**config.mk**
```make
export PLATFORM = sky130hd
export DESIGN_NAME = pong_ball_controller
export DESIGN_NICKNAME = d
export VERILOG_FILES = /design/src/rtl/pong_ball_controller.sv
export SDC_FILE = /design/constraint.sdc
export NUM_CORES = 1
export LEC_CHECK = 0
export ABC_AREA = 1
export BUFFER_PORTS_ARGS = -buffer_cell sky130_fd_sc_hd__buf_2
export CAP_MARGIN = 30
export CORE_ASPECT_RATIO = 0.7
export CORE_UTILIZATION = 59
export CTS_CLUSTER_DIAMETER = 200
export DETAILED_ROUTE_END_ITERATION = 8
export PLACE_DENSITY = 0.95
export SETUP_SLACK_MARGIN = 0.02
export SYNTH_ARGS = -nofsm -noshare
export SYNTH_HDL_FRONTEND = slang
export SYNTH_SLANG_ARGS = --single-unit
```
**constraint.sdc**
```tcl
create_clock -name clk -period 6.1 [get_ports clk]
set_input_delay 0.61 -clock clk [delete_from_list [all_inputs] [get_ports clk]]
set_output_delay 0.61 -clock clk [all_outputs]
set_load 0.005 [all_outputs]
```
**src/rtl/pong_ball_controller.sv**
```systemverilog
// Pong ball sequencer: per-frame paddle checks, wall bounce, move, scoring.
// Ports: clk/rst, frame_tick/start in, paddle ALU velocities in;
//        ball position/velocity, scores, busy, game_over out.
module pong_ball_controller #(
    parameter int SCREEN_WIDTH  = 640,
    parameter int SCREEN_HEIGHT = 480,
    parameter int BALL_SIZE     = 10,
    parameter int INIT_VX       = 2,
    parameter int INIT_VY       = 2,
    parameter int SERVE_FRAMES  = 60,
    parameter int WIN_SCORE     = 7
) (
    input  logic        clk,
    input  logic        rst,
    input  logic        frame_tick,
    input  logic        start,
    input  logic [15:0] Paddle1_Y,
    input  logic [15:0] Paddle2_Y,
    input  logic [15:0] alu1_vx,
    input  logic [15:0] alu1_vy,
    input  logic [15:0] alu2_vx,
    input  logic [15:0] alu2_vy,
    output logic [15:0] Ball_X,
    output logic [15:0] Ball_Y,
    output logic [15:0] Ball_Vx,
    output logic [15:0] Ball_Vy,
    output logic [3:0]  score1,
    output logic [3:0]  score2,
    output logic        busy,
    output logic        game_over
);

    typedef enum logic [2:0] {
        IDLE, SERVE, WAIT_TICK, P1_CHK,
        P2_CHK, WALL_CHK, MOVE, SCORE
    } state_t;

    localparam logic [15:0] XC = 16'((SCREEN_WIDTH - BALL_SIZE) / 2);
    localparam logic [15:0] YC = 16'((SCREEN_HEIGHT - BALL_SIZE) / 2);
    localparam logic [15:0] YMAX16 = 16'(SCREEN_HEIGHT - BALL_SIZE);
    localparam logic signed [17:0] XMAX = 18'(SCREEN_WIDTH - BALL_SIZE);
    localparam logic signed [17:0] YMAX = 18'(SCREEN_HEIGHT - BALL_SIZE);
    localparam logic [15:0] VX0 = 16'(INIT_VX);
    localparam logic [15:0] VY0 = 16'(INIT_VY);
    localparam logic [3:0]  WIN = 4'(WIN_SCORE);
    localparam logic [15:0] SERVE_LAST = 16'(SERVE_FRAMES - 1);

    state_t      state_q, state_d;
    logic [15:0] x_q, x_d, y_q, y_d, vx_q, vx_d, vy_q, vy_d;
    logic [15:0] cnt_q, cnt_d;
    logic [3:0]  s1_q, s1_d, s2_q, s2_d;
    logic        busy_q, busy_d, go_q, go_d;
    logic        p2pt_q, p2pt_d;
    logic signed [17:0] nx, ny;

    // Paddle positions only feed the external ALUs.
    logic unused_paddles;
    assign unused_paddles = ^{Paddle1_Y, Paddle2_Y};

    always_comb begin
        state_d = state_q;
        x_d     = x_q;
        y_d     = y_q;
        vx_d    = vx_q;
        vy_d    = vy_q;
        cnt_d   = cnt_q;
        s1_d    = s1_q;
        s2_d    = s2_q;
        busy_d  = busy_q;
        go_d    = go_q;
        p2pt_d  = p2pt_q;
        nx = $signed({2'b00, x_q}) + $signed({{2{vx_q[15]}}, vx_q});
        ny = $signed({2'b00, y_q}) + $signed({{2{vy_q[15]}}, vy_q});
        unique case (state_q)
            IDLE: begin
                if (start) begin
                    s1_d    = '0;
                    s2_d    = '0;
                    go_d    = 1'b0;
                    cnt_d   = '0;
                    state_d = SERVE;
                end
            end
            SERVE: begin
                if (frame_tick) begin
                    cnt_d = cnt_q + 16'd1;
                    if (cnt_q == SERVE_LAST) state_d = WAIT_TICK;
                end
            end
            WAIT_TICK: begin
                if (frame_tick) begin
                    busy_d  = 1'b1;
                    state_d = P1_CHK;
                end
            end
            P1_CHK: begin
                if (vx_q[15]) begin
                    vx_d = alu1_vx;
                    vy_d = alu1_vy;
                end
                state_d = P2_CHK;
            end
            P2_CHK: begin
                if (!vx_q[15] && vx_q != '0) begin
                    vx_d = alu2_vx;
                    vy_d = alu2_vy;
                end
                state_d = WALL_CHK;
            end
            WALL_CHK: begin
                if (ny < 0 || ny > YMAX) vy_d = -vy_q;
                state_d = MOVE;
            end
            MOVE: begin
                if (ny < 0)         y_d = '0;
                else if (ny > YMAX) y_d = YMAX16;
                else                y_d = ny[15:0];
                if (nx < 0) begin
                    if (s2_q < WIN) s2_d = s2_q + 4'd1;
                    p2pt_d  = 1'b1;
                    state_d = SCORE;
                end else if (nx > XMAX) begin
                    if (s1_q < WIN) s1_d = s1_q + 4'd1;
                    p2pt_d  = 1'b0;
                    state_d = SCORE;
                end else begin
                    x_d     = nx[15:0];
                    busy_d  = 1'b0;
                    state_d = WAIT_TICK;
                end
            end
            SCORE: begin
                x_d    = XC;
                y_d    = YC;
                vy_d   = VY0;
                // Serve toward the player who just missed.
                vx_d   = p2pt_q ? -VX0 : VX0;
                busy_d = 1'b0;
                if ((p2pt_q ? s2_q : s1_q) == WIN) begin
                    go_d    = 1'b1;
                    state_d = IDLE;
                end else begin
                    cnt_d   = '0;
                    state_d = SERVE;
                end
            end
            default: state_d = IDLE;
        endcase
    end

    always_ff @(posedge clk) begin
        if (rst) begin
            state_q <= IDLE;
            x_q     <= XC;
            y_q     <= YC;
            vx_q    <= VX0;
            vy_q    <= VY0;
            cnt_q   <= '0;
            s1_q    <= '0;
            s2_q    <= '0;
            busy_q  <= 1'b0;
            go_q    <= 1'b0;
            p2pt_q  <= 1'b0;
        end else begin
            state_q <= state_d;
            x_q     <= x_d;
            y_q     <= y_d;
            vx_q    <= vx_d;
            vy_q    <= vy_d;
            cnt_q   <= cnt_d;
            s1_q    <= s1_d;
            s2_q    <= s2_d;
            busy_q  <= busy_d;
            go_q    <= go_d;
            p2pt_q  <= p2pt_d;
        end
    end

    assign Ball_X    = x_q;
    assign Ball_Y    = y_q;
    assign Ball_Vx   = vx_q;
    assign Ball_Vy   = vy_q;
    assign score1    = s1_q;
    assign score2    = s2_q;
    assign busy      = busy_q;
    assign game_over = go_q;

endmodule
```
* Word level (Yosys, flattened, before mapping)
Index checks and enable logic that the tools add are counted.
Storage, ports and cells: logic and storage cells 116, bits in registers 94, output and inout bits 74, bits of input ports 100
Cells by class: order comparisons 6, reductions and logical operators 24, multiplexer cells 44, add/subtract/negate cells 6, equality and inequality tests 24
Operators with widths (number):
- 16-bit two-way mux | 13
- 16-bit one-hot mux with 3 select lines | 2
- 16-bit one-hot mux with 2 select lines | 2
- 16-bit one-hot mux with 4 select lines | 1
- 17-bit by 16-bit adder with 18-bit output | 2
- 18-bit by 1-bit < comparator with 1-bit output (second input constant) | 2
- 2-bit inequality test (second input constant) | 15
- 4-bit two-way mux | 7
- 3-bit one-hot mux with 8 select lines | 1
- 4-bit AND reduction | 5
- 18-bit by 10-bit greater-than comparator with 1-bit output (second input constant) | 1
- 18-bit by 11-bit greater-than comparator with 1-bit output (second input constant) | 1
- 3-bit two-way mux | 6
- 16-bit by 1-bit adder with 16-bit output (second input constant) | 1
- 16-bit by 6-bit == test with 1-bit output (second input constant) | 1
- 16-bit negation | 1
- 4-bit one-hot mux with 2 select lines | 2
- 16-bit nonzero test | 1
- 3-bit == test (second input constant) | 4
- 3-bit AND reduction | 3
- 3-bit nonzero test | 3
- 4-bit by 1-bit adder with 4-bit output (second input constant) | 2
- 4-bit by 3-bit < comparator with 1-bit output (second input constant) | 2
- 1-bit two-way mux | 8
- other kinds (13) | 18

* Depth between registers and ports, before layout
Gate-level depths: netlist of the first run.
depth after elaboration 5, mapped depth 20, depth with buffers taken out 20

* Worst setup path after synthesis of the first run
No wires, ideal clock.
path kind reg2reg, start register x_q[0], in the netlist Ball_X[0], end register x_q[3], in the netlist Ball_X[3], clock period less this slack 2.450 ns, path slack 3.650 ns, buffers on the path 1, setup time 0.123 ns, required time 5.977 ns, cell stages (with the launch flop) 20, data arrival time 2.327 ns, path through dfxtp_1 > ha_1 > fa_1 > nand3_1 > nand3_1 > nand2_1 > nand2_1 > nand2_1 > nand2_1 > nand2_1 > nand2_1 > a21oi_1 > nand2_1 > nor2_1 > o21ai_2 > nand2_2 > nand2_2 > buf_4 > nand2_1 > nand3_1
Between the ends: cells in the longest elaborated chain, start to end 4, elaborated cells on any way between the ends 9, those cells by class add/sub: 1; order compare: 2; eq/ne: 2; mux: 3; reduce/logical: 1
RTL lines:
- from (decl) | RTL line 49 | logic [15:0] x_q, x_d, y_q, y_d, vx_q, vx_d, vy_q, vy_d;
- from (signal assigned) | RTL line 154 | x_q <= XC;
- from (signal assigned) | RTL line 166 | x_q <= x_d;
- 17-bit by 16-bit adder with 18-bit output (*) | RTL line 72 | nx = $signed({2'b00, x_q}) + $signed({{2{vx_q[15]}}, vx_q});
- 18-bit by 11-bit greater-than comparator with 1-bit output (tied with other cells) | RTL line 122 | end else if (nx > XMAX) begin
- 2-bit inequality test (no source line) / 16-bit two-way mux (equally long branches)
- 3-bit AND reduction (no source line) / 16-bit one-hot mux with 2 select lines (equally long branches)
Mark *: on every way between the ends. The rest lies on a longest branch, timed or not. The select of a mux whose other input is x is not followed. A chain may end at the register's enable or synchronous reset.

* Worst setup path after layout of the first run
start register vx_q[0], in the netlist Ball_Vx[0], end register x_q[9], in the netlist Ball_X[9]
Between the ends: cells in the longest elaborated chain, start to end 4, elaborated cells on any way between the ends 9, those cells by class add/sub: 1; order compare: 2; eq/ne: 2; mux: 3; reduce/logical: 1
RTL lines:
- from (decl) | RTL line 49
- from (signal assigned) | RTL line 168 | vx_q <= vx_d;
- 17-bit by 16-bit adder with 18-bit output (*) | RTL line 72
- 18-bit by 11-bit greater-than comparator with 1-bit output (tied with other cells) | RTL line 122
- 2-bit inequality test (no source line) / 16-bit two-way mux (equally long branches)
- 3-bit AND reduction (no source line) / 16-bit one-hot mux with 2 select lines (equally long branches)
Marked as above.

==> impl_results.html, run 1 <==
<table>
<tr><th>Metric</th><th>Value</th></tr>
<tr><th colspan="2">Synthesis</th></tr>
<tr><td>Mapped Cells</td><td>1169</td></tr>
<tr><td>Sequential area share after synthesis</td><td>0.2618</td></tr>
<tr><td>Total of flip-flops plus latches after synthesis</td><td>between 90 and 100</td></tr>
<tr><td>Fraction of registers with async set/reset</td><td>0</td></tr>
<tr><td>Post-synth top area share</td><td>0.2618</td></tr>
<tr><td>Most frequent cell after synthesis</td><td>sky130_fd_sc_hd__nand2_1</td></tr>
<tr><td>Post-synthesis instance area</td><td>7188 um2</td></tr>
<tr><td>Synthesized area per cell</td><td>between 6 and 7 um2</td></tr>
<tr><td>Dominant cell type by area after synthesis</td><td>sky130_fd_sc_hd__dfxtp_1</td></tr>
<tr><td>Cell types with the largest area share after synthesis</td><td>sky130_fd_sc_hd__dfxtp_1, sky130_fd_sc_hd__nand2_1, sky130_fd_sc_hd__inv_1</td></tr>
<tr><td>Most frequent cells after synthesis</td><td>sky130_fd_sc_hd__nand2_1, sky130_fd_sc_hd__inv_1, sky130_fd_sc_hd__nor2_1</td></tr>
<tr><td>Warning count from the yosys run</td><td>0</td></tr>
<tr><td>Post-synth EDFFs</td><td>0</td></tr>
<tr><td>Number of library cell types mapped by synthesis</td><td>48</td></tr>
<tr><td>Synthesized net count</td><td>1313</td></tr>
<tr><td>Post-synth top flop</td><td>sky130_fd_sc_hd__dfxtp_1</td></tr>
<tr><th colspan="2">Timing</th></tr>
<tr><td>Max-slew headroom</td><td>0.3354</td></tr>
<tr><td>Total Negative Setup Slacks</td><td>0 ns</td></tr>
<tr><td>Minimum clock period after layout</td><td>between 3 and 4 ns</td></tr>
<tr><td>Worst setup skew after layout</td><td>~0.0090 ns</td></tr>
<tr><td>Max Clk Rate</td><td>0.2953 GHz</td></tr>
<tr><td>Least-Margin Pin Slew</td><td>0.9932 ns</td></tr>
<tr><td>Hold slack final</td><td>about 0.46 ns</td></tr>
<tr><td>Final number of max-transition violations</td><td>0</td></tr>
<tr><td>Final Hold Violating Endpoints</td><td>0</td></tr>
<tr><td>Setup repair after global routing missed its margin</td><td>false</td></tr>
<tr><td>Total setup violations reported at the end of the flow</td><td>0</td></tr>
<tr><td>Share of the clock period used by the worst path</td><td>0.5551</td></tr>
<tr><th colspan="2">Drt</th></tr>
<tr><td>DR WL met2</td><td>between 8000 and 9000 um</td></tr>
<tr><td>Vias per Instance</td><td>roughly 5.8</td></tr>
<tr><td>Routed vias</td><td>8388</td></tr>
<tr><td>Initial DRC Count</td><td>about 1100</td></tr>
<tr><td>Number of nets with antenna violations after detailed routing</td><td>0</td></tr>
<tr><td>Metal-1 WL</td><td>9994 um</td></tr>
<tr><td>Met3 WL</td><td>~2800 um</td></tr>
<tr><td>Topmost layer with routed signal wires</td><td>met4</td></tr>
<tr><td>Drc violations</td><td>0</td></tr>
<tr><td>Average wire per standard cell</td><td>15.26 um</td></tr>
<tr><td>Drt total wl</td><td>22220 um</td></tr>
<tr><td>First-pass detailed-route iteration total</td><td>5</td></tr>
<tr><th colspan="2">Worst setup path</th></tr>
<tr><td>Type of the worst setup path</td><td>reg -&gt; reg</td></tr>
<tr><td>Buffers &amp; Inverters on Critical Path</td><td>0</td></tr>
<tr><td>Arrival @ worst endpoint</td><td>~3.7 ns</td></tr>
<tr><td>Kind of cell adding the most delay to the critical path</td><td>simple AND/OR/NAND/NOR gates</td></tr>
<tr><td>Source of the worst register-to-register timing path</td><td>Ball_Vx[0]</td></tr>
<tr><td>CP cell instances</td><td>ha_1 -&gt; fa_1 -&gt; nand3_1 -&gt; nand3_1 -&gt; nand2_1 -&gt; nand2_1 -&gt; xnor2_1 -&gt; nand3_1 -&gt; nor2_1 -&gt; nor2_1 -&gt; o21ai_2 -&gt; nand2_2 -&gt; nand2_2 -&gt; nand2_1 -&gt; a21oi_1</td></tr>
<tr><td>Crit path largest cell delay</td><td>0.42 ns</td></tr>
<tr><td>Critical Path RT</td><td>6.38 ns</td></tr>
<tr><td>Critical path fanouts, max</td><td>21</td></tr>
<tr><td>Critical-path cell with the highest stage delay</td><td>sky130_fd_sc_hd__fa_1</td></tr>
<tr><td>Startpoint type of the worst setup path</td><td>flip-flop</td></tr>
<tr><td>Kind of end point of the critical path</td><td>flip-flop</td></tr>
<tr><td>First element of the critical path</td><td>Ball_Vx[0]</td></tr>
<tr><th colspan="2">Global routing</th></tr>
<tr><td>Initial antenna violation count</td><td>0</td></tr>
<tr><td>Combined global-route utilization of all metal layers</td><td>0.3544</td></tr>
<tr><td>First-pass GRT wire length</td><td>35480 um</td></tr>
<tr><td>Total congestion overflow</td><td>0</td></tr>
<tr><td>Via count of the first global-routing pass</td><td>7146</td></tr>
<tr><td>Pin count of the biggest net entering global routing</td><td>45</td></tr>
<tr><th colspan="2">Cells and area</th></tr>
<tr><td>Net total in the final layout</td><td>1439</td></tr>
<tr><td>Number of diodes</td><td>0</td></tr>
<tr><td>Share of final-layout standard cells stronger than drive strength 1</td><td>0.1563</td></tr>
<tr><td>Layout overhead on the synthesized area</td><td>14.55%</td></tr>
<tr><td>Post-route core utilization</td><td>0.6997</td></tr>
<tr><td>Final Cell Area</td><td>slightly above 8000 um2</td></tr>
<tr><th colspan="2">Placed design</th></tr>
<tr><td>DPL Wire Length</td><td>16790 um</td></tr>
<tr><td>Port buffer count</td><td>141</td></tr>
<tr><td>RePlAce Congestion</td><td>0.9556</td></tr>
<tr><td>Instance area after placement</td><td>7966 um2</td></tr>
<tr><th colspan="2">Power</th></tr>
<tr><td>Worst vdd rail ir drop</td><td>0.2499 mV</td></tr>
<tr><td>Leakage power total</td><td>0.004189 uW</td></tr>
<tr><td>P per Cell Area</td><td>357.6 nW/um2</td></tr>
<tr><td>Total chip power</td><td>2944 uW</td></tr>
<tr><th colspan="2">Clocking</th></tr>
<tr><td>Maximum count of clock buffers along a single path</td><td>2</td></tr>
<tr><td>Clock sink count</td><td>94</td></tr>
<tr><td>Clock slew at the register clock pins of the worst setup and hold paths</td><td>0.07 ns</td></tr>
<tr><td>Total number of H-tree levels</td><td>3</td></tr>
<tr><td>Post-CTS sizing</td><td>0</td></tr>
<tr><td>CTS tree</td><td>yes</td></tr>
<tr><td>Postcts setup bufs</td><td>0</td></tr>
<tr><td>Number of hold-repair buffers added at the cts stage</td><td>0</td></tr>
<tr><td>Clock root buffer master</td><td>sky130_fd_sc_hd__clkbuf_16</td></tr>
<tr><td>Clock latency of the later-clocked register in the worst-skew pair</td><td>between 0.3 and 0.4 ns</td></tr>
<tr><td>Number of buffers inserted during clock tree synthesis</td><td>9</td></tr>
<tr><th colspan="2">Floorplanning</th></tr>
<tr><td>Core region area</td><td>11770 um2</td></tr>
<tr><td>Horizontal extent of the die</td><td>around 130 um</td></tr>
<tr><td>Number of top-level pins</td><td>~170</td></tr>
<tr><td>Die Y-Extent</td><td>94.35 um</td></tr>
<tr><td>Die ar.</td><td>12640 um2</td></tr>
<tr><td>Number of rows in the core area</td><td>33</td></tr>
<tr><td>Initial standard-cell utilization of the core</td><td>0.6108</td></tr>
<tr><th colspan="2">Run</th></tr>
<tr><td>Count of maximum capacitance violations</td><td>0</td></tr>
<tr><th colspan="2">Outcome</th></tr>
<tr><td>Status</td><td>finished, final reports clean</td></tr>
<tr><th colspan="2">Min path</th></tr>
<tr><td>Hold Startpoint</td><td>busy</td></tr>
<tr><td>Class of the worst hold path</td><td>reg -&gt; reg</td></tr>
</table>
placed cells by master, fill, tap and decap left out, types with 6 or more instances in the layout:
master                        n
sky130_fd_sc_hd__nand3_1     95
sky130_fd_sc_hd__a221oi_1     6
sky130_fd_sc_hd__nand4_1     18
sky130_fd_sc_hd__dfxtp_1     94
sky130_fd_sc_hd__xnor2_1      6
sky130_fd_sc_hd__a21oi_1     84
sky130_fd_sc_hd__clkbuf_16    9
sky130_fd_sc_hd__nor2_1     113
sky130_fd_sc_hd__nand2_2     11
sky130_fd_sc_hd__inv_1      148
sky130_fd_sc_hd__nand2_1    358
sky130_fd_sc_hd__buf_2      142
sky130_fd_sc_hd__nor4_1      11
sky130_fd_sc_hd__inv_2       10
sky130_fd_sc_hd__o21ai_0     35
sky130_fd_sc_hd__a41oi_1     13
sky130_fd_sc_hd__o211ai_1     7
sky130_fd_sc_hd__nand3_2      9
sky130_fd_sc_hd__nor3_1      28
sky130_fd_sc_hd__ha_1        42
cells by family after synthesis:
kind of cell,share of synthesized area
DFF,0.2618
xor gates and xnor gates,0.01340
AOI/OAI and AO/OA,0.1295
buffers and inverters,0.1046
and+or+nand+nor,0.4120
adders and majority gates,0.07868
state kept, by name, summed over array words and instances (netlist names), 3 cells and up:
signal	flops
state_q	3
cnt_q	16
Ball_Vy	16
score1	4
score2	4
Ball_Y	16
Ball_X	16
Ball_Vx	16
per-stage QoR:
stage | cells | setup slack, ns
floorplan | 1169 | 3.650
global placement | 1440 | 2.995
CTS | 1456 | 2.856
global route | 1456 | 2.447
finish | 1456 | 2.714
detailed placement | 1441 | 2.920
worst min-delay path: cells and delay by family (launching register included):
family,cells,cell delay [ns]
buffers and inverters,1,0.05
DFF,1,0.31
AOI/OAI and AO/OA,1,0.05
metal layers:
layer / global-route usage / vias up
li1: - / 4074
met2: 0.5043 / 539
met3: 0.07085 / 64
met4: 0.1146 / 0
met5: 0 / -
met1: 0.5268 / 3711
final cells by class:
type | instances | area [um2]
clock buffer | 12 | 246.5
clock inverter | 3 | 21.27
timing repair buffer | 145 | 733.2
tap | 157 | 196.4
inverter | 160 | 600.6
multi-input combinational | 885 | 4554
sequential | 94 | 1882
fill | 1015 | 3533
report_power, final:
group / internal (uW) / switching, uW / total [uW]
Sequential: 710 / 149 / 859
Combinational: 545 / 1000 / 1550
Clock: 286 / 253 / 539
path summary, 6_finish.rpt:
check / cells after the start / slack [ns] / end
max: 15 / 2.71 / Ball_X[9]
min: 2 / 0.46 / busy
max reg2reg: 15 / 2.71 / Ball_X[9]
min reg2reg: 2 / 0.46 / busy
Power figures use the tool's default switching activity.
==> run 2: changes to the inputs <==
CORE_UTILIZATION = 55   (was 59)
PLACE_DENSITY = 0.9   (was 0.95)
clock period = 3.51 ns   (was 6.1 ns; I/O delays follow)
==> impl_results.html, run 2 (synthesized netlist as in run 1, its figures left out) <==
<table>
<tr><th>Metric</th><th>Value</th></tr>
<tr><th colspan="2">Outcome</th></tr>
<tr><td>Status</td><td>finished, violations left</td></tr>
<tr><td>Violations in the final reports</td><td>DRC</td></tr>
<tr><th colspan="2">Cells and area</th></tr>
<tr><td>Share of final-layout standard cells stronger than drive strength 1</td><td>0.1649 (+0.008611)</td></tr>
<tr><td>Reg area</td><td>1882 um2 (unchanged)</td></tr>
<tr><td>Post-route core utilization</td><td>0.6645 (-0.03519)</td></tr>
<tr><td>Multi-input gate area</td><td>4554 um2 (unchanged)</td></tr>
<tr><td>Most frequent cells in the layout</td><td>sky130_fd_sc_hd__nand2_1, sky130_fd_sc_hd__inv_1, sky130_fd_sc_hd__buf_2</td></tr>
<tr><td>Number of inserted filler cells in the final layout</td><td>1147 (+13%)</td></tr>
<tr><td>Net total in the final layout</td><td>1449 (+0.69%)</td></tr>
<tr><td>Commonest non-fill, non-tap cell in the layout</td><td>sky130_fd_sc_hd__nand2_1</td></tr>
<tr><td>Number of cells in the finished layout apart from fillers</td><td>1472 (+1.1%)</td></tr>
<tr><td>Number of diodes</td><td>0 (unchanged)</td></tr>
<tr><td>Layout overhead on the synthesized area</td><td>16.41%</td></tr>
<tr><th colspan="2">Worst setup path</th></tr>
<tr><td>Critical-path cell with the highest stage delay</td><td>sky130_fd_sc_hd__fa_1</td></tr>
<tr><td>Worst Reg2Reg Path Length in Cells</td><td>17 (+2)</td></tr>
<tr><td>Kind of cell adding the most delay to the critical path</td><td>simple AND/OR/NAND/NOR gates</td></tr>
<tr><td>Kind of end point of the critical path</td><td>flip-flop</td></tr>
<tr><td>Crit path largest cell delay</td><td>0.41 ns (about the same)</td></tr>
<tr><td>Source of the worst register-to-register timing path</td><td>Ball_Vx[0]</td></tr>
<tr><td>Critical Path RT</td><td>3.78 ns (-2.60 ns)</td></tr>
<tr><td>CP cell instances</td><td>ha_1 -&gt; fa_1 -&gt; nand3_1 -&gt; nand3_1 -&gt; nand2_1 -&gt; nand2_1 -&gt; nand2_1 -&gt; nand2_1 -&gt; nor2_1 -&gt; nand3_1 -&gt; nor2_1 -&gt; nor2_1 -&gt; o21ai_2 -&gt; nand2_2 -&gt; nand2_2 -&gt; nand2_1 -&gt; a21oi_1</td></tr>
<tr><td>Startpoint type of the worst setup path</td><td>flip-flop</td></tr>
<tr><td>Endpoint of the worst-slack reg-to-reg timing path</td><td>Ball_X[7]</td></tr>
<tr><td>Arrival @ worst endpoint</td><td>3.52 ns (-0.14 ns)</td></tr>
<tr><td>Buffers &amp; Inverters on Critical Path</td><td>0 (unchanged)</td></tr>
<tr><td>Register-to-register path setup slack</td><td>0.26 ns (-2.45 ns)</td></tr>
<tr><td>Most frequent cell on the critical path</td><td>sky130_fd_sc_hd__nand2_1</td></tr>
<tr><td>Type of the worst setup path</td><td>reg -&gt; reg</td></tr>
<tr><td>Critical path fanouts, max</td><td>21 (unchanged)</td></tr>
<tr><th colspan="2">Clocking</th></tr>
<tr><td>Total number of H-tree levels</td><td>3 (unchanged)</td></tr>
<tr><td>Maximum count of clock buffers along a single path</td><td>2 (unchanged)</td></tr>
<tr><td>Number of hold-repair buffers added at the cts stage</td><td>0 (unchanged)</td></tr>
<tr><td>Postcts setup bufs</td><td>0 (unchanged)</td></tr>
<tr><td>Post-CTS sizing</td><td>0 (unchanged)</td></tr>
<tr><td>Clock root buffer master</td><td>sky130_fd_sc_hd__clkbuf_16</td></tr>
<tr><td>CTS tree</td><td>yes</td></tr>
<tr><td>Clock sink count</td><td>94 (unchanged)</td></tr>
<tr><td>Clock latency of the later-clocked register in the worst-skew pair</td><td>0.35 ns (about the same)</td></tr>
<tr><td>Number of buffers inserted during clock tree synthesis</td><td>9 (unchanged)</td></tr>
<tr><td>Clock slew at the register clock pins of the worst setup and hold paths</td><td>0.07 ns (about the same)</td></tr>
<tr><th colspan="2">Timing</th></tr>
<tr><td>Final number of max-transition violations</td><td>0 (unchanged)</td></tr>
<tr><td>Setup repair after global routing missed its margin</td><td>false</td></tr>
<tr><td>Total setup violations reported at the end of the flow</td><td>0 (unchanged)</td></tr>
<tr><td>Max Clk Rate</td><td>0.3080 GHz (+4.3%)</td></tr>
<tr><td>Worst setup skew after layout</td><td>0.005540 ns (-0.003499 ns)</td></tr>
<tr><td>Least-Margin Pin Slew</td><td>0.9923 ns (-0.0009226 ns)</td></tr>
<tr><td>Minimum clock period after layout</td><td>3.246 ns (-0.1396 ns)</td></tr>
<tr><td>Total Negative Setup Slacks</td><td>0 ns (unchanged)</td></tr>
<tr><td>Final Hold Violating Endpoints</td><td>0 (unchanged)</td></tr>
<tr><td>Share of the clock period used by the worst path</td><td>0.9249 (+0.3698)</td></tr>
<tr><td>Max-slew headroom</td><td>0.3360 (+0.0006180)</td></tr>
<tr><th colspan="2">Run</th></tr>
<tr><td>Count of maximum capacitance violations</td><td>0 (unchanged)</td></tr>
<tr><th colspan="2">Placed design</th></tr>
<tr><td>RePlAce Congestion</td><td>0.9290 (-2.8%)</td></tr>
<tr><td>Placed Instances</td><td>1456 (+1.0%)</td></tr>
<tr><td>Port buffer count</td><td>141 (unchanged)</td></tr>
<tr><td>DPL Wire Length</td><td>17460 um (+4.0%)</td></tr>
<tr><th colspan="2">Global routing</th></tr>
<tr><td>Combined global-route utilization of all metal layers</td><td>0.3358 (-0.01861)</td></tr>
<tr><td>Pin count of the biggest net entering global routing</td><td>32 (-29%)</td></tr>
<tr><td>Total congestion overflow</td><td>0 (unchanged)</td></tr>
<tr><td>Initial antenna violation count</td><td>0 (unchanged)</td></tr>
<tr><td>Via count of the first global-routing pass</td><td>7270 (+1.7%)</td></tr>
<tr><td>First-pass GRT wire length</td><td>36370 um (+2.5%)</td></tr>
<tr><th colspan="2">Drt</th></tr>
<tr><td>Number of nets with antenna violations after detailed routing</td><td>0 (unchanged)</td></tr>
<tr><td>Drc violations</td><td>7 (+7)</td></tr>
<tr><td>Routed vias</td><td>8407 (+0.23%)</td></tr>
<tr><td>First-pass detailed-route iteration total</td><td>8 (+3)</td></tr>
<tr><td>Average wire per standard cell</td><td>15.68 um (+2.7%)</td></tr>
<tr><td>DR WL met2</td><td>8843 um (-0.39%)</td></tr>
<tr><td>Metal-1 WL</td><td>10610 um (+6.2%)</td></tr>
<tr><td>Topmost layer with routed signal wires</td><td>met4</td></tr>
<tr><td>Met3 WL</td><td>3071 um (+9.3%)</td></tr>
<tr><td>Vias per Instance</td><td>5.711 (-0.86%)</td></tr>
<tr><td>Initial DRC Count</td><td>910 (-13%)</td></tr>
<tr><td>Drt total wl</td><td>23080 um (+3.9%)</td></tr>
<tr><th colspan="2">Floorplanning</th></tr>
<tr><td>Number of rows in the core area</td><td>34 (+3.0%)</td></tr>
<tr><td>Core region area</td><td>12590 um2 (+7.0%)</td></tr>
<tr><td>Horizontal extent of the die</td><td>138.6 um (+3.5%)</td></tr>
<tr><td>Initial standard-cell utilization of the core</td><td>0.5708 (-0.04000)</td></tr>
<tr><td>Die ar.</td><td>13540 um2 (+7.1%)</td></tr>
<tr><td>Die Y-Extent</td><td>97.65 um (+3.5%)</td></tr>
<tr><td>Number of top-level pins</td><td>174 (unchanged)</td></tr>
<tr><th colspan="2">Power</th></tr>
<tr><td>Worst vdd rail ir drop</td><td>0.3168 mV (+27%)</td></tr>
<tr><td>P per Cell Area</td><td>636.0 nW/um2 (+78%)</td></tr>
<tr><td>Leakage power total</td><td>0.004267 uW (+1.9%)</td></tr>
<tr><th colspan="2">Min path</th></tr>
<tr><td>Class of the worst hold path</td><td>in -&gt; reg</td></tr>
<tr><td>Hold Startpoint</td><td>alu2_vx[9]</td></tr>
<tr><td>Hold EP</td><td>Ball_Vx[9]</td></tr>
<tr><td>Cell count of the worst hold path</td><td>3 (+1)</td></tr>
</table>
[run 2: cell types whose count changed in the layout (fill, tap and decap cells not counted)]
cell,delta
sky130_fd_sc_hd__buf_4,+10
sky130_fd_sc_hd__bufinv_16,+2
sky130_fd_sc_hd__clkbuf_1,-2
sky130_fd_sc_hd__inv_6,+2
sky130_fd_sc_hd__clkbuf_8,-1
sky130_fd_sc_hd__clkinv_2,+1
sky130_fd_sc_hd__clkinv_4,-1
[run 2: cell type report]
class,count,share of cell area
inverter,160,0.07177
tap,162,0.02422
multi-input combinational,885,0.5443
sequential,94,0.2249
clock inverter,7,0.01136
timing repair buffer,155,0.09659
clock buffer,9,0.02691
[run 2: per-layer routing]
layer / global-route usage / vias to the layer above
li1: - / 4101
met1: 0.5018 / 3724
met2: 0.4693 / 529
met3: 0.07639 / 53
met4: 0.1034 / 0
met5: 0 / -
[run 2: worst max-delay path by stage]
| stage | end | cells after the start | slack, ns | startpoint |
|---|---|---|---|---|
| final | Ball_X[7] | 17 | 0.26 | Ball_Vx[0] |
| after global routing | Ball_X[7] | 17 | 0.09 | Ball_Vx[0] |
| after CTS | Ball_X[7] | 17 | 0.40 | Ball_Vx[0] |
| after detailed placement | Ball_X[7] | 17 | 0.45 | Ball_Vx[0] |
| after global placement | Ball_X[7] | 17 | 0.50 | Ball_Vx[0] |
| after floorplan | Ball_X[3] | 19 | 1.06 | Ball_X[0] |
[run 2: worst min-delay path, stage by stage]
cell and delay [ns]:
sky130_fd_sc_hd__buf_2 0.10, sky130_fd_sc_hd__nand2_1 0.05, sky130_fd_sc_hd__a41oi_1 0.10
[run 2: stage by stage]
| step | area, um2 | total power [uW] | hold WS (ns) | worst slack [ns] |
|---|---|---|---|---|
| final | 8368 | 5322 | 0.3033 | 0.2638 |
| after global routing | 8368 | 5679 | 0.3114 | 0.08794 |
| after CTS | 8368 | 5228 | 0.2978 | 0.3999 |
| after detailed placement | 8048 | 4126 | 0.4420 | 0.4509 |
| after global placement | 8043 | 4048 | 0.4326 | 0.4985 |
| after floorplan | 7188 | 3360 | 0.4418 | 1.060 |
[run 2: power breakdown]
group          internal (uW)  switching [uW]
Sequential              1230             264
Clock                    628             460
Combinational            963            1770
==> run 3: changes to the inputs <==
CORE_UTILIZATION = 59   (was 55)
PLACE_DENSITY = 0.95   (was 0.9)
clock period = 3.9 ns   (was 3.51 ns; I/O delays follow)
==> impl_results.html, run 3 (synthesized netlist as in run 1, its figures left out) <==
<table>
<tr><th>Metric</th><th>Value</th></tr>
<tr><th colspan="2">Outcome</th></tr>
<tr><td>Status</td><td>finished, final reports clean</td></tr>
<tr><th colspan="2">Timing</th></tr>
<tr><td>Max Clk Rate</td><td>0.3057 GHz (-0.76%)</td></tr>
<tr><td>Final number of max-transition violations</td><td>0 (unchanged)</td></tr>
<tr><td>Least-Margin Pin Slew</td><td>0.9150 ns (-0.07733 ns)</td></tr>
<tr><td>Share of the clock period used by the worst path</td><td>0.8388 (-0.08610)</td></tr>
<tr><td>Worst setup skew after layout</td><td>0.007286 ns (+0.001746 ns)</td></tr>
<tr><td>Max-slew headroom</td><td>0.3878 (+0.05174)</td></tr>
<tr><td>Total Negative Setup Slacks</td><td>0 ns (unchanged)</td></tr>
<tr><td>Setup repair after global routing missed its margin</td><td>false</td></tr>
<tr><td>Final Hold Violating Endpoints</td><td>0 (unchanged)</td></tr>
<tr><td>Total setup violations reported at the end of the flow</td><td>0 (unchanged)</td></tr>
<tr><td>Minimum clock period after layout</td><td>3.271 ns (+0.02489 ns)</td></tr>
<tr><th colspan="2">Floorplanning</th></tr>
<tr><td>Die Y-Extent</td><td>94.35 um (-3.4%)</td></tr>
<tr><td>Horizontal extent of the die</td><td>133.9 um (-3.4%)</td></tr>
<tr><td>Number of rows in the core area</td><td>33 (-2.9%)</td></tr>
<tr><td>Initial standard-cell utilization of the core</td><td>0.6108 (+0.04000)</td></tr>
<tr><td>Die ar.</td><td>12640 um2 (-6.7%)</td></tr>
<tr><td>Number of top-level pins</td><td>174 (unchanged)</td></tr>
<tr><td>Core region area</td><td>11770 um2 (-6.5%)</td></tr>
<tr><th colspan="2">Clocking</th></tr>
<tr><td>Number of hold-repair buffers added at the cts stage</td><td>0 (unchanged)</td></tr>
<tr><td>Number of buffers inserted during clock tree synthesis</td><td>9 (unchanged)</td></tr>
<tr><td>Postcts setup bufs</td><td>0 (unchanged)</td></tr>
<tr><td>Clock sink count</td><td>94 (unchanged)</td></tr>
<tr><td>Post-CTS sizing</td><td>0 (unchanged)</td></tr>
<tr><td>CTS tree</td><td>yes</td></tr>
<tr><td>Maximum count of clock buffers along a single path</td><td>2 (unchanged)</td></tr>
<tr><td>Clock latency of the later-clocked register in the worst-skew pair</td><td>0.35 ns (about the same)</td></tr>
<tr><td>Total number of H-tree levels</td><td>3 (unchanged)</td></tr>
<tr><td>Clock root buffer master</td><td>sky130_fd_sc_hd__clkbuf_16</td></tr>
<tr><td>Clock slew at the register clock pins of the worst setup and hold paths</td><td>0.07 ns (about the same)</td></tr>
<tr><th colspan="2">Worst setup path</th></tr>
<tr><td>Arrival @ worst endpoint</td><td>3.55 ns (+0.03 ns)</td></tr>
<tr><td>Worst Reg2Reg Path Length in Cells</td><td>17 (unchanged)</td></tr>
<tr><td>Startpoint type of the worst setup path</td><td>flip-flop</td></tr>
<tr><td>Type of the worst setup path</td><td>reg -&gt; reg</td></tr>
<tr><td>Register-to-register path setup slack</td><td>0.63 ns (+0.37 ns)</td></tr>
<tr><td>Endpoint of the worst-slack reg-to-reg timing path</td><td>Ball_X[9]</td></tr>
<tr><td>Critical Path RT</td><td>4.18 ns (+0.40 ns)</td></tr>
<tr><td>Source of the worst register-to-register timing path</td><td>Ball_Vx[0]</td></tr>
<tr><td>First element of the critical path</td><td>Ball_Vx[0]</td></tr>
<tr><td>Kind of end point of the critical path</td><td>flip-flop</td></tr>
<tr><td>Critical path fanouts, max</td><td>21 (unchanged)</td></tr>
<tr><th colspan="2">Run</th></tr>
<tr><td>Count of maximum capacitance violations</td><td>0 (unchanged)</td></tr>
<tr><th colspan="2">Drt</th></tr>
<tr><td>Drt total wl</td><td>22470 um (-2.7%)</td></tr>
<tr><td>Average wire per standard cell</td><td>15.39 um (-1.9%)</td></tr>
<tr><td>Initial DRC Count</td><td>1037 (+14%)</td></tr>
<tr><td>Number of nets with antenna violations after detailed routing</td><td>0 (unchanged)</td></tr>
<tr><td>First-pass detailed-route iteration total</td><td>7 (-1)</td></tr>
<tr><td>Drc violations</td><td>0 (-7)</td></tr>
<tr><td>Routed vias</td><td>8407 (unchanged)</td></tr>
<tr><td>Vias per Instance</td><td>5.758 (+0.82%)</td></tr>
<tr><th colspan="2">Power</th></tr>
<tr><td>Total chip power</td><td>4645 uW (-13%)</td></tr>
<tr><td>Leakage power total</td><td>0.004210 uW (-1.3%)</td></tr>
<tr><td>P per Cell Area</td><td>561.4 nW/um2 (-12%)</td></tr>
<tr><td>Worst vdd rail ir drop</td><td>0.3923 mV (+24%)</td></tr>
<tr><th colspan="2">Global routing</th></tr>
<tr><td>Pin count of the biggest net entering global routing</td><td>35 (+9.4%)</td></tr>
<tr><td>First-pass GRT wire length</td><td>35540 um (-2.3%)</td></tr>
<tr><td>Total congestion overflow</td><td>0 (unchanged)</td></tr>
<tr><td>Via count of the first global-routing pass</td><td>7207 (-0.87%)</td></tr>
<tr><td>Combined global-route utilization of all metal layers</td><td>0.3553 (+0.01944)</td></tr>
<tr><td>Initial antenna violation count</td><td>0 (unchanged)</td></tr>
<tr><th colspan="2">Placed design</th></tr>
<tr><td>Port buffer count</td><td>141 (unchanged)</td></tr>
<tr><td>Placed Instances</td><td>1445 (-0.76%)</td></tr>
<tr><td>DPL Wire Length</td><td>17100 um (-2.1%)</td></tr>
<tr><td>RePlAce Congestion</td><td>0.9625 (+3.6%)</td></tr>
<tr><td>Instance area after placement</td><td>7996 um2 (-0.64%)</td></tr>
<tr><th colspan="2">Cells and area</th></tr>
<tr><td>Commonest non-fill, non-tap cell in the layout</td><td>sky130_fd_sc_hd__nand2_1</td></tr>
<tr><td>Post-route core utilization</td><td>0.7030 (+0.03848)</td></tr>
<tr><td>Net total in the final layout</td><td>1443 (-0.41%)</td></tr>
<tr><td>Layout overhead on the synthesized area</td><td>15.09%</td></tr>
<tr><td>Number of inserted filler cells in the final layout</td><td>1006 (-12%)</td></tr>
<tr><td>Share of final-layout standard cells stronger than drive strength 1</td><td>0.1596 (-0.005254)</td></tr>
<tr><td>Most frequent cells in the layout</td><td>sky130_fd_sc_hd__nand2_1, sky130_fd_sc_hd__inv_1, sky130_fd_sc_hd__buf_2</td></tr>
<tr><td>Final Cell Area</td><td>8273 um2 (-1.1%)</td></tr>
<tr><td>Number of diodes</td><td>0 (unchanged)</td></tr>
<tr><td>Number of cells in the finished layout apart from fillers</td><td>1460 (-0.82%)</td></tr>
<tr><th colspan="2">Min path</th></tr>
<tr><td>Hold EP</td><td>Ball_Vx[5]</td></tr>
<tr><td>Class of the worst hold path</td><td>in -&gt; reg</td></tr>
<tr><td>Hold Startpoint</td><td>alu2_vx[5]</td></tr>
<tr><td>Cell count of the worst hold path</td><td>3 (unchanged)</td></tr>
</table>
## run 3: layer usage
layer | part of all wire | global-route usage | vias to the layer above | routed length, um
li1 | - | - | 4080 | -
met3 | 0.13 | 0.08320 | 57 | 2853
met2 | 0.40 | 0.5104 | 520 | 8953
met5 | 0 | 0 | - | 0
met4 | 0.022 | 0.1136 | 0 | 494
met1 | 0.45 | 0.5175 | 3750 | 10160
## run 3: report_power, final
group	switching [uW]	leakage (uW)	total, uW	internal, uW
registers	239	0.000762	1350	1110
logic	1580	0.00332	2440	858
clock network	391	0.000131	855	463
## run 3: final cells by class
class / count / area (um2) / share of cell area
clock buffers: 12 / 256.5 / 0.03100
flip-flops and latches: 94 / 1882 / 0.2275
clock inverters: 3 / 20.02 / 0.002420
inverters: 160 / 600.6 / 0.07260
multi-input cells: 885 / 4554 / 0.5505
repair buffers: 149 / 763.2 / 0.09226
well taps: 157 / 196.4 / 0.02374
## run 3: stage by stage
stage               hold slack, ns  setup WS [ns]
floorplan                   0.4418          1.450
global placement            0.4321         0.8713
detailed placement          0.4348         0.7580
CTS                         0.3355         0.7234
global route                0.3465         0.2921
finish                      0.3317         0.6289
## run 3: how the worst max path moves through the flow
stage | cells after the start | end
after floorplan | 19 | Ball_X[3]
after global placement | 15 | Ball_X[7]
after detailed placement | 15 | Ball_X[9]
after CTS | 17 | Ball_X[9]
after global routing | 12 | Ball_Vx[4]
final | 17 | Ball_X[9]
## run 3: critical path, cell delays in order, from the launching register on
cell and delay (ns):
sky130_fd_sc_hd__dfxtp_1 0.36, sky130_fd_sc_hd__ha_1 0.26, sky130_fd_sc_hd__fa_1 0.44, sky130_fd_sc_hd__nand3_1 0.12, sky130_fd_sc_hd__nand3_1 0.14, sky130_fd_sc_hd__nand2_1 0.11, sky130_fd_sc_hd__nand2_1 0.12, sky130_fd_sc_hd__nand2_1 0.11
sky130_fd_sc_hd__nand2_1 0.07, sky130_fd_sc_hd__nor2_1 0.13, sky130_fd_sc_hd__nand3_1 0.11, sky130_fd_sc_hd__nor2_1 0.10, sky130_fd_sc_hd__nor2_1 0.07, sky130_fd_sc_hd__o21ai_2 0.20, sky130_fd_sc_hd__nand2_2 0.20, sky130_fd_sc_hd__nand2_2 0.41
sky130_fd_sc_hd__nand2_1 0.10, sky130_fd_sc_hd__a21oi_1 0.15
